[src/rtl/operand_sel_pipe_pkg.sv]
// Shared definitions for the operand select pipeline: buffer state encoding
// and the default constant substituted on the constant slot.
package operand_sel_pipe_pkg;

   typedef enum logic [1:0] {
      EMPTY = 2'd0,
      ONE   = 2'd1,
      FULL  = 2'd2
   } buf_state_e;

   localparam logic [31:0] DEFAULT_CONST_VAL = 32'd4;

endpackage

[src/rtl/skid_buf2.sv]
// Two-entry elastic buffer: a main register that drives the output and a skid
// register that absorbs one transfer while downstream stalls.
module skid_buf2
   import operand_sel_pipe_pkg::*;
#(
   parameter int WIDTH = 32
) (
   input  logic             clk,
   input  logic             reset,
   input  logic [WIDTH-1:0] in_data,
   input  logic             in_valid,
   output logic             in_ready,
   output logic [WIDTH-1:0] out_data,
   output logic             out_valid,
   input  logic             out_ready
);

   buf_state_e       state;
   buf_state_e       state_next;
   logic [WIDTH-1:0] main_q;
   logic [WIDTH-1:0] skid_q;
   logic             ready_q;
   logic             push;
   logic             pop;
   logic             load_main;
   logic             main_from_skid;
   logic             load_skid;

   // in_ready comes straight from a flop, so out_ready never reaches it.
   assign in_ready  = ready_q;
   assign out_valid = (state != EMPTY) & reset;
   assign out_data  = main_q;

   assign push = in_valid & ready_q & reset;
   assign pop  = out_valid & out_ready;

   always_comb begin
      // NOTE: every output of this block gets a default first so no latch is inferred.
      state_next     = state;
      load_main      = 1'b0;
      main_from_skid = 1'b0;
      load_skid      = 1'b0;
      case (state)
         EMPTY: begin
            if (push) begin
               state_next = ONE;
               load_main  = 1'b1;
            end
         end
         ONE: begin
            if (push && !pop) begin
               state_next = FULL;
               load_skid  = 1'b1;
            end else if (!push && pop) begin
               state_next = EMPTY;
            end else if (push && pop) begin
               load_main = 1'b1;
            end
         end
         FULL: begin
            if (pop) begin
               state_next     = ONE;
               load_main      = 1'b1;
               main_from_skid = 1'b1;
            end
         end
         default: state_next = EMPTY;
      endcase
   end

   always_ff @(posedge clk) begin
      // NOTE: state uses non-blocking assignments so every flop samples pre-edge values.
      if (!reset) begin
         state   <= EMPTY;
         ready_q <= 1'b1;
         // NOTE: the data registers are reset as well so out_data reads 0 after reset.
         main_q  <= '0;
         skid_q  <= '0;
      end else begin
         state   <= state_next;
         ready_q <= (state_next != FULL);
         if (load_main) begin
            main_q <= main_from_skid ? skid_q : in_data;
         end
         if (load_skid) begin
            skid_q <= in_data;
         end
      end
   end

endmodule

[src/rtl/operand_sel_pipe.sv]
// Selects one of N_IN packed operands (one slot optionally replaced by a
// constant) and passes it through a two-entry valid/ready buffer.
module operand_sel_pipe
   import operand_sel_pipe_pkg::*;
#(
   parameter int                 WIDTH     = 32,
   parameter int                 N_IN      = 4,
   parameter int                 SEL_W     = $clog2(N_IN),
   parameter int                 CONST_IDX = 1,
   parameter logic [WIDTH-1:0]   CONST_VAL = WIDTH'(DEFAULT_CONST_VAL)
) (
   input  logic                  clk,
   input  logic                  reset,
   input  logic [N_IN*WIDTH-1:0] in_data,
   input  logic [SEL_W-1:0]      in_sel,
   input  logic                  in_valid,
   output logic                  in_ready,
   output logic [WIDTH-1:0]      out_data,
   output logic                  out_valid,
   input  logic                  out_ready,
   output logic                  sel_err,
   input  logic                  err_clr
);

   logic [WIDTH-1:0] slots [N_IN];
   logic [WIDTH-1:0] sel_val;
   logic             in_range;
   logic             const_hit;
   logic             bad_sel;
   logic             accept;

   for (genvar k = 0; k < N_IN; k++) begin : g_slot
      assign slots[k] = in_data[k*WIDTH +: WIDTH];
   end

   // A CONST_IDX outside the slot range switches the substitution off entirely.
   assign const_hit = (CONST_IDX < N_IN) && (32'(in_sel) == 32'(CONST_IDX));
   assign in_range  = 32'(in_sel) < 32'(N_IN);
   assign bad_sel   = !in_range && !const_hit;
   assign accept    = in_valid & in_ready & reset;

   always_comb begin
      sel_val = '0;
      for (int k = 0; k < N_IN; k++) begin
         if (32'(in_sel) == 32'(k)) begin
            sel_val = slots[k];
         end
      end
      if (const_hit) begin
         sel_val = CONST_VAL;
      end
   end

   skid_buf2 #(
      .WIDTH (WIDTH)
   ) u_buf (
      .clk       (clk),
      .reset     (reset),
      .in_data   (sel_val),
      .in_valid  (in_valid),
      .in_ready  (in_ready),
      .out_data  (out_data),
      .out_valid (out_valid),
      .out_ready (out_ready)
   );

   // A fresh error wins over a clear arriving in the same cycle.
   always_ff @(posedge clk) begin
      if (!reset) begin
         sel_err <= 1'b0;
      end else if (accept && bad_sel) begin
         sel_err <= 1'b1;
      end else if (err_clr) begin
         sel_err <= 1'b0;
      end
   end

endmodule

[config.mk]
export PLATFORM = sky130hd
export DESIGN_NAME = operand_sel_pipe
export DESIGN_NICKNAME = d
export VERILOG_FILES = /design/src/rtl/operand_sel_pipe_pkg.sv /design/src/rtl/skid_buf2.sv /design/src/rtl/operand_sel_pipe.sv
export SDC_FILE = /design/constraint.sdc
export NUM_CORES = 1
export LEC_CHECK = 0
export CAP_MARGIN = 20
export CELL_PAD_IN_SITES_DETAIL_PLACEMENT = 0
export CELL_PAD_IN_SITES_GLOBAL_PLACEMENT = 1
export CORE_MARGIN = 1
export CORE_UTILIZATION = 26
export DETAILED_ROUTE_END_ITERATION = 10
export PLACE_DENSITY = 0.84
export SYNTH_ARGS = -nofsm -noshare
export SYNTH_HDL_FRONTEND = slang
export SYNTH_SLANG_ARGS = --single-unit
[constraint.sdc]
create_clock -name clk -period 1.25 [get_ports clk]
set_input_delay 0.25 -clock clk [delete_from_list [all_inputs] [get_ports clk]]
set_output_delay 0.25 -clock clk [all_outputs]
set_load 0.02 [all_outputs]
==> results.json <==
{
  "p_leak_nw": 2.44,
  "ir_drop_uv": 690,
  "fmax_ghz": 0.689,
  "syn-cell-area_sq_um": 3500,
  "drt-initial-drc-count": 43,
  "wire_per_inst_um": 14.2,
  "via_count": 3255,
  "syn_avg_cell_area_sq_um": 9.13,
  "io_buffers": 135,
  "yosys_register_bits": 67,
  "path_clk_slew_ns": 0.05,
  "nNetsFinal": 671,
  "rows": 41,
  "fillers": 1220,
  "die_area_sq_um": 13900,
  "holdBufCountCts": 0,
  "endpoint_kind": "flop",
  "hp-start": "out_ready",
  "grt_first_pass_wirelength_um": 16400,
  "hold_viol_final": 0,
  "cts_tree": "built",
  "whs_ns": 0.388,
  "dp_hpwl_um": 6930,
  "critPathRequiredTime_ns": 1.49,
  "antenna_found_initial": 0,
  "die_x_um": 118,
  "cellPowerDensity_nw_per_um2": 1050,
  "grt_pass1_vias": 3437,
  "worstSetupPathType": "reg2reg",
  "violations": "setup timing",
  "fin_crit_sh": 1.16,
  "vias_per_cell": 4.57,
  "grt_max_degree": 45,
  "finalCriticalPeriod_ns": 1.45,
  "final_cell_mix": "clkdlybuf4s50_1 (96), mux2i_1 (86), dfxtp_1 (64)",
  "tns_ns": -9.05,
  "drive_above_1_share": 0.226,
  "yosys_warnings": 0,
  "clock_sinks": 67,
  "gp_congestion": 0.735,
  "final_common_cell": "clkdlybuf4s50_1",
  "ant_nets": 0,
  "clockRootBuffer": "clkbuf_16",
  "cts_buffers": 9,
  "r2r-start": "u_buf.state[1]",
  "place_ws_ns": -0.591,
  "hold_class": "in2reg",
  "boundaryPins": 170,
  "synth_nets": 518,
  "path_max_fanout": 5,
  "die_h_um": 118,
  "drc": 0,
  "grt_usage": 0.148,
  "timing.critical_path.arrival_ns": 1.69,
  "core_sq_um": 12900,
  "status": "complete, but fails checks",
  "htreeDepth": 3,
  "synth_cell_type_count": 31,
  "startpoint": "u_buf.state[1]",
  "areaGrowthSynthToFinish_pct": 68.1,
  "final_max_slew_viol_count": 0,
  "initial_core_util": 0.271,
  "hold_end": "u_buf.state[1]",
  "r2r-end": "u_buf.out_data[6]",
  "ys_seq_area_frac": 0.384,
  "setup_slack_ns": -0.201,
  "rsz0062_at_grt": "true",
  "grt_overflow": 0,
  "min_path_cells": 2,
  "ff2ff_setup_slack_ns": -0.20,
  "cts_max_path_buffers": 2,
  "clkLatencyLatePin_ns": 0.32,
  "drv_cap": 0,
  "setup_viol": 65,
  "synthCells": 383,
  "skew_ns": 0.00443,
  "r2r_cells": 7,
  "startpoint_type": "flop",
  "totalWireLength_um": 10100,
  "drt_pass1_iterations": 4,
  "n_antenna_cell": 0
}
-- worst max path at each step --
stage | to | cells past startpoint | slack [ns]
floorplan | u_buf.skid_q[5] | 6 | -0.09
detailed placement | u_buf.out_data[9] | 6 | -0.59
CTS | u_buf.out_data[0] | 6 | -0.22
global route | u_buf.out_data[5] | 7 | -0.26
global placement | out_valid | 4 | -0.60
finish | u_buf.out_data[6] | 7 | -0.20
-- metal layers --
layer	GRT usage	vias up	routed length, um
met5	0	-	0
met4	0.0473	0	125
met3	0.0344	7	471
met2	0.280	76	5310
met1	0.160	1530	4190
li1	-	1642	-
-- metrics by stage --
stage,std cells,utilization,power [mW],area [sq um]
after CTS,710,0.452,6.18,5830
after detailed placement,680,0.401,3.55,5160
after global placement,680,0.401,3.52,5160
after floorplan,383,-,2.92,3530
after global routing,713,0.456,6.44,5880
final,713,0.456,6.17,5880
-- area by class of cell --
cell class                      instances  area (sq um)  share of cell area
Clock buffer                           12           256              0.0436
Clock inverter                          4          48.8             0.00830
Inverter                               34           128              0.0217
Multi-Input combinational cell        249          1990               0.338
Sequential cell                        67          1350               0.229
Tap cell                              172           215              0.0366
Timing Repair Buffer                  175          1900               0.323
-- cells by family (layout without fill, tap and decap cells) --
family | after synthesis | after routing | share of synthesized area
AO/OA/AOI/OAI | 70 | 70 | 0.142
buffers and inverters | 67 | 225 | 0.0941
flip-flops | 67 | 67 | 0.384
other | 1 | 1 | 0.00107
AND/OR/NAND/NOR | 87 | 87 | 0.117
multiplexers | 90 | 90 | 0.259
XOR/XNOR | 1 | 1 | 0.00251
-- power by group --
group	internal, mW	switching (mW)	total (mW)
Combinational	0.754	0.598	1.35
Clock	1.65	0.896	2.55
Sequential	2.23	0.0491	2.28
-- repair_timing --
item,in CTS,in global routing
setup buffers,8,4
setup endpoints to repair,100,90
pin swaps,5,5
gates cloned,7,0
resized for setup,89,47
-- worst max-delay path: stages, from the launching register on --
cell      delay (ns)
dfxtp_2         0.32
buf_6           0.12
nand3b_1        0.15
o31ai_4         0.10
or2_4           0.27
buf_4           0.15
buf_12          0.13
o22ai_2         0.13
-- registers in the layout, summed over array words and instances (netlist names) --
name and flops:
u_buf.state 2, u_buf.in_ready 1, u_buf.skid_q 32, u_buf.out_data 32
-- Yosys cell counts --
master    number  share of area
and3_4         1         0.0032
o21ai_0       29          0.042
buf_4          4         0.0086
inv_2          1         0.0011
or2_0          1         0.0018
nor2_2         1         0.0018
xor2_1         1         0.0025
and3b_1        1         0.0025
o31ai_2        1         0.0036
nand3_1       31          0.044
nand4b_1       1         0.0025
nand3b_1       1         0.0021
o21a_1         1         0.0021
o22ai_2       10          0.036
o221a_2        1         0.0032
mux2_2         1         0.0032
conb_1         1         0.0011
dfxtp_1       67           0.38
clkbuf_1      14          0.015
inv_1         33          0.035
buf_2          8          0.011
nor2b_4        1         0.0039
mux2i_1       88           0.25
nor2b_1        3         0.0054
nand2_1        6         0.0064
mux2_4         1         0.0043
o22ai_1       25          0.045
buf_6          7          0.023
a211oi_2       3          0.011
nor3_1         1         0.0014
nor2_1        39          0.042
No activity file was read; power rests on OpenSTA's default activity.
